$ cat src/rtl/dm_sba_regs_pkg.sv
// Shared types and constants for the debug-module system-bus-access register bank.
// Holds the sbcs layout, DM register addresses and sberror codes.
package dm_sba_regs_pkg;

    localparam logic [6:0] SBCS       = 7'h38;
    localparam logic [6:0] SBAddress0 = 7'h39;
    localparam logic [6:0] SBAddress1 = 7'h3A;
    localparam logic [6:0] SBData0    = 7'h3C;
    localparam logic [6:0] SBData1    = 7'h3D;

    typedef enum logic [2:0] {
        SBERR_NONE  = 3'd0,
        SBERR_ALIGN = 3'd3,
        SBERR_SIZE  = 3'd4
    } sberror_e;

    typedef struct packed {
        logic [2:0] sbversion;
        logic [5:0] zero0;
        logic       sbbusyerror;
        logic       sbbusy;
        logic       sbreadonaddr;
        logic [2:0] sbaccess;
        logic       sbautoincrement;
        logic       sbreadondata;
        logic [2:0] sberror;
        logic [6:0] sbasize;
        logic [4:0] sbaccess_support;
    } sbcs_t;

    // Byte/half/word always; doubleword only on a 64-bit bus.
    function automatic logic [4:0] access_support(input int bus_width);
        return (bus_width == 64) ? 5'b01111 : 5'b00111;
    endfunction

endpackage

$ cat src/rtl/dm_sba_regs.sv
// SBA CSR bank: decodes DM register accesses, holds sbcs/sbaddress/sbdata and
// issues single-cycle trigger pulses to the SBA bus master.
module dm_sba_regs
    import dm_sba_regs_pkg::*;
#(
    parameter int BusWidth = 32
) (
    input  logic                clk_i,
    input  logic                rst_i,
    input  logic                dmactive_i,
    input  logic                reg_we_i,
    input  logic                reg_re_i,
    input  logic [6:0]          reg_addr_i,
    input  logic [31:0]         reg_wdata_i,
    output logic [31:0]         reg_rdata_o,
    output logic                reg_rvalid_o,
    output logic [BusWidth-1:0] sbaddress_o,
    output logic                sbaddress_write_valid_o,
    output logic                sbreadonaddr_o,
    output logic                sbautoincrement_o,
    output logic [2:0]          sbaccess_o,
    output logic                sbreadondata_o,
    output logic [BusWidth-1:0] sbdata_o,
    output logic                sbdata_read_valid_o,
    output logic                sbdata_write_valid_o,
    input  logic [BusWidth-1:0] sbaddress_i,
    input  logic [BusWidth-1:0] sbdata_i,
    input  logic                sbdata_valid_i,
    input  logic                sbbusy_i,
    input  logic                sberror_valid_i,
    input  logic [2:0]          sberror_i
);

    localparam bit Is64 = (BusWidth == 64);

    sbcs_t       sbcs_q;
    sbcs_t       sbcs_view;
    logic [63:0] addr_q;
    logic [63:0] data_q;
    logic        read_pending_q;
    logic        access_pending_q;

    logic        clear;
    logic        rd;
    logic        hit_sbcs, hit_a0, hit_a1, hit_d0, hit_d1;
    logic        ok;
    logic        busy_viol;
    logic        trig_addr, trig_dwr, trig_drd;
    logic [31:0] rdata_mux;

    always_comb begin
        clear     = rst_i || !dmactive_i;
        // A simultaneous read is dropped entirely: it returns 0 and has no side effects.
        rd        = reg_re_i && !reg_we_i;
        hit_sbcs  = (reg_addr_i == SBCS);
        hit_a0    = (reg_addr_i == SBAddress0);
        hit_a1    = (reg_addr_i == SBAddress1) && Is64;
        hit_d0    = (reg_addr_i == SBData0);
        hit_d1    = (reg_addr_i == SBData1) && Is64;
        ok        = !sbcs_q.sbbusyerror && (sbcs_q.sberror == SBERR_NONE);
        busy_viol = sbbusy_i && ((reg_we_i && (hit_a0 || hit_a1 || hit_d0 || hit_d1))
                                 || (rd && hit_d0));
        trig_addr = reg_we_i && hit_a0 && !sbbusy_i && ok;
        trig_dwr  = reg_we_i && hit_d0 && !sbbusy_i && ok;
        trig_drd  = rd && hit_d0 && !sbbusy_i && ok && sbcs_q.sbreadondata;

        sbcs_view                  = sbcs_q;
        sbcs_view.sbversion        = 3'd1;
        sbcs_view.zero0            = '0;
        sbcs_view.sbbusy           = sbbusy_i;
        sbcs_view.sbasize          = 7'(BusWidth);
        sbcs_view.sbaccess_support = access_support(BusWidth);

        rdata_mux = '0;
        if (hit_sbcs)    rdata_mux = sbcs_view;
        else if (hit_a0) rdata_mux = addr_q[31:0];
        else if (hit_a1) rdata_mux = addr_q[63:32];
        else if (hit_d0) rdata_mux = data_q[31:0];
        else if (hit_d1) rdata_mux = data_q[63:32];
    end

    always_ff @(posedge clk_i) begin
        if (clear) begin
            sbcs_q                  <= '0;
            sbcs_q.sbaccess         <= 3'd2;
            addr_q                  <= '0;
            data_q                  <= '0;
            read_pending_q          <= 1'b0;
            access_pending_q        <= 1'b0;
            reg_rdata_o             <= '0;
            reg_rvalid_o            <= 1'b0;
            sbaddress_write_valid_o <= 1'b0;
            sbdata_write_valid_o    <= 1'b0;
            sbdata_read_valid_o     <= 1'b0;
        end else begin
            // NOTE: non-blocking throughout, so later assignments in this block
            // (hardware error sets) take priority over earlier ones (W1C clears).
            sbaddress_write_valid_o <= trig_addr;
            sbdata_write_valid_o    <= trig_dwr;
            sbdata_read_valid_o     <= trig_drd;
            reg_rvalid_o            <= reg_re_i;
            reg_rdata_o             <= rd ? rdata_mux : 32'h0;

            // Completions are only honoured while an access this bank triggered is outstanding.
            if (sbdata_valid_i && access_pending_q) begin
                addr_q <= 64'(sbaddress_i);
                if (read_pending_q) data_q <= 64'(sbdata_i);
            end

            if ((trig_addr && sbcs_q.sbreadonaddr) || trig_drd) read_pending_q <= 1'b1;
            else if (sbdata_valid_i || sberror_valid_i)         read_pending_q <= 1'b0;

            if (trig_addr || trig_dwr || trig_drd)        access_pending_q <= 1'b1;
            else if (sbdata_valid_i || sberror_valid_i)   access_pending_q <= 1'b0;

            if (reg_we_i && hit_sbcs) begin
                sbcs_q.sbbusyerror     <= sbcs_q.sbbusyerror & ~reg_wdata_i[22];
                sbcs_q.sbreadonaddr    <= reg_wdata_i[20];
                sbcs_q.sbaccess        <= reg_wdata_i[19:17];
                sbcs_q.sbautoincrement <= reg_wdata_i[16];
                sbcs_q.sbreadondata    <= reg_wdata_i[15];
                sbcs_q.sberror         <= sbcs_q.sberror & ~reg_wdata_i[14:12];
            end

            if (reg_we_i && !sbbusy_i) begin
                if (hit_a0) addr_q[31:0]  <= reg_wdata_i;
                if (hit_a1) addr_q[63:32] <= reg_wdata_i;
                if (hit_d0) data_q[31:0]  <= reg_wdata_i;
                if (hit_d1) data_q[63:32] <= reg_wdata_i;
            end

            if (busy_viol)       sbcs_q.sbbusyerror <= 1'b1;
            if (sberror_valid_i) sbcs_q.sberror     <= sberror_i;
        end
    end

    assign sbaddress_o       = addr_q[BusWidth-1:0];
    assign sbdata_o          = data_q[BusWidth-1:0];
    assign sbreadonaddr_o    = sbcs_q.sbreadonaddr;
    assign sbautoincrement_o = sbcs_q.sbautoincrement;
    assign sbaccess_o        = sbcs_q.sbaccess;
    assign sbreadondata_o    = sbcs_q.sbreadondata;

endmodule

$ cat config.mk
export PLATFORM = sky130hd
export DESIGN_NAME = dm_sba_regs
export DESIGN_NICKNAME = d
export VERILOG_FILES = /design/src/rtl/dm_sba_regs_pkg.sv /design/src/rtl/dm_sba_regs.sv
export SDC_FILE = /design/constraint.sdc
export NUM_CORES = 1
export LEC_CHECK = 0
export ABC_AREA = 1
export CAP_MARGIN = 20
export CORE_MARGIN = 8
export CORE_UTILIZATION = 45
export DETAILED_ROUTE_END_ITERATION = 10
export PLACE_DENSITY_LB_ADDON = 0.12
export SETUP_SLACK_MARGIN = 0.15
export SLEW_MARGIN = 40
export SYNTH_ARGS = -nofsm -noshare
export SYNTH_HDL_FRONTEND = slang
export SYNTH_SLANG_ARGS = --single-unit
export TNS_END_PERCENT = 20
$ cat constraint.sdc
create_clock -name clk_i -period 2.19 [get_ports clk_i]
set_input_delay 0.219 -clock clk_i [delete_from_list [all_inputs] [get_ports clk_i]]
set_output_delay 0.219 -clock clk_i [all_outputs]
set_load 0.03 [all_outputs]
==> run summary <==
# diodes - 0
routed wire length - 19100 um
H-tree depth - 3
Critical Path Stages - 1
most frequent cells in the layout - 253 x nand2_1, 219 x clkdlybuf4s50_1, 135 x nor2_1
Yosys reg bits - 112
Final Hold Viols - 0
maxcap violations - 0
VDD IR max - 0.396 mV
hold_buf cts - 0
Worst Setup End Kind - primary output
Clock Skew - 0.00904 ns
syn avg cell area - 6.66 um2
final worst path period share - 77.6%
mapped cell area - 0.00528 mm2
# setup viols final - 0
Port Buffers - 219
Critical R2R Launch - read_pending_q$_SDFFE_PP0P_
clock period minus final worst setup slack - 1.70 ns
Area after DPL - 0.00749 mm2
Yosys Warn Count - 0
Area growth, synth to finish - 47.6%
GP Congestion - 0.875
vias - 5787
setup TNS - 0 ns
vias in the first global route - 5772
core area - 0.0114 mm2
Synth cell types - 24
R2R Setup Slk - 0.85 ns
Die X - 124 um
first-pass GRT wire length - 30700 um
layout cell share with drive strength beyond 1 - 6.33%
Max Fclk - 589 MHz
initial DRC count - 424
Residual DRC - 0
class of the worst hold path - flip-flop to flip-flop
post-route cell area - 0.00779 mm2
Crit path max-delay family - buffers and inverters
# rows - 39
gr usage total - 24.2%
Nets - 1104
Least-Margin Pin Slew - 0.746 ns
Crit path largest cell delay - 0.73 ns
R2R cell count - 7
CP Launch Type - flip-flop
antenna violations before repair - 0
Starting Density - 46.2%
clk_lat worst skew - 0.36 ns
clk buf depth - 2
Die ar. - 0.0154 mm2
RSZ-0062 raised after global routing - false
worst endpoint data arrival time - 1.48 ns
CTS tree - yes
Post-DP HPWL - 13200 um
WL/cell - 16.8 um
worst path bufs/invs - 1
cells after synthesis - 792
Worst setup startpoint - sbreadonaddr_o$_SDFFE_PP0P_
CP max-delay cell - clkdlybuf4s50_1
worst path cell trace - clkdlybuf4s50_1
Final Max Slew Viols - 0
Critical R2R Capture - data_q[13]$_SDFF_PP0_
post-cts sizing count - 0
slew margin rel. - 50.2%
CTS sink cnt - 112
io pins - 220
Die Y - 124 um
setup bufs post-CTS - 0
Root Buffer - clkbuf_16
P per Cell Area - 519 mW/mm2
Pleak - 3.58 nW
CP Capture Point - sbreadonaddr_o
Reg clk slew, reported paths - 0.08 ns
worst-path maximum fanout - 4
Final ANT Viol Nets - 0
status - finished, final reports clean
Final Power - 4.04 mW
gr ovfl total - 0
required time of the worst setup path - 1.97 ns
final hold slack - 0.466 ns
sequential-to-total area share from yosys stat - 42.5%
Net Count, Synth - 906
crit path kind - flip-flop to primary output
commonest non-fill, non-tap cell in the layout - nand2_1
vias per cell - 5.09
TritonCTS buffer count - 9
TritonRoute pass-1 iters - 5
largest net degree at the start of global routing - 77
report_power, final:
group,internal [mW],switching (mW)
logic,0.203,0.119
clock network,0.893,0.787
registers,2.04,0.00319
sequential cells by signal (all words and copies together) (netlist names):
name	cells
access_pending_q	1
reg_rvalid_o	1
sbcs_q	4
data_q	32
sbreadondata_o	1
read_pending_q	1
sbreadonaddr_o	1
sbdata_write_valid_o	1
sbautoincrement_o	1
sbaccess_o	3
addr_q	32
sbdata_read_valid_o	1
reg_rdata_o	32
sbaddress_write_valid_o	1
synth_stat cells (all sizes together):
cell type | n | area (um2)
clkbuf | 11 | 41.3
buf | 40 | 284
o21ai | 89 | 445
nor3 | 2 | 26.3
dfxtp | 112 | 2240
a21oi | 25 | 163
nand4 | 4 | 25.0
nor2 | 141 | 573
nand3 | 55 | 275
nand2 | 258 | 991
or2 | 1 | 6.26
inv | 54 | 203
worst min path at each step:
stage / start / end / slack [ns] / cells after the start
3_3_place_gp: sbaccess_o[2]$_SDFFE_PP0P_ / sbaccess_o[2]$_SDFFE_PP0P_ / 0.45 / 2
4_1_cts: sberror_i[0] / sbcs_q[12]$_SDFFE_PP0P_ / 0.46 / 3
3_5_place_dp: sbaccess_o[2]$_SDFFE_PP0P_ / sbaccess_o[2]$_SDFFE_PP0P_ / 0.45 / 2
2_1_floorplan: reg_wdata_i[0] / data_q[0]$_SDFF_PP0_ / 0.35 / 2
5_1_grt: reg_wdata_i[6] / addr_q[6]$_SDFF_PP0_ / 0.49 / 3
6_report: sbautoincrement_o$_SDFFE_PP0P_ / sbautoincrement_o$_SDFFE_PP0P_ / 0.47 / 2
cell type report:
| cell class | count | area [um2] |
|---|---|---|
| Timing Repair Buffer | 238 | 2360 |
| Fill cell | 1014 | 3630 |
| Inverter | 54 | 203 |
| Clock inverter | 6 | 70.1 |
| Sequential cell | 112 | 2240 |
| Tap cell | 143 | 179 |
| Clock buffer | 10 | 229 |
| Multi-Input combinational cell | 575 | 2500 |
through the flow:
stage | worst slack [ns] | cells | utilization [%]
final | 0.492 | 1138 | 68.2
after global placement | 0.303 | 1122 | 65.6
after CTS | 0.474 | 1138 | 68.2
after global routing | 0.448 | 1138 | 68.2
after detailed placement | 0.268 | 1122 | 65.6
after floorplan | 1.01 | 792 | -
kinds of logic (layout without fill, tap and decap cells):
logic type             after synthesis  count (layout)  share of synthesized area, %
DFF                                112             112                          42.5
buffers and inverters              105             308                          10.0
AOI/OAI and AO/OA                  114             114                          11.5
and+or+nand+nor                    461             461                          36.0
routing by layer:
metal  GRT usage [%]  part of all wire (%)  vias up  routed length (um)
met3            6.85                   8.4       41                1610
met1            28.7                    41     2625                7900
li1                -                     -     2872                   -
met2            39.5                    47      249                8910
met4            11.6                   3.8        0                 727
met5               0                     0        -                   0
Power figures use the tool's default switching activity.
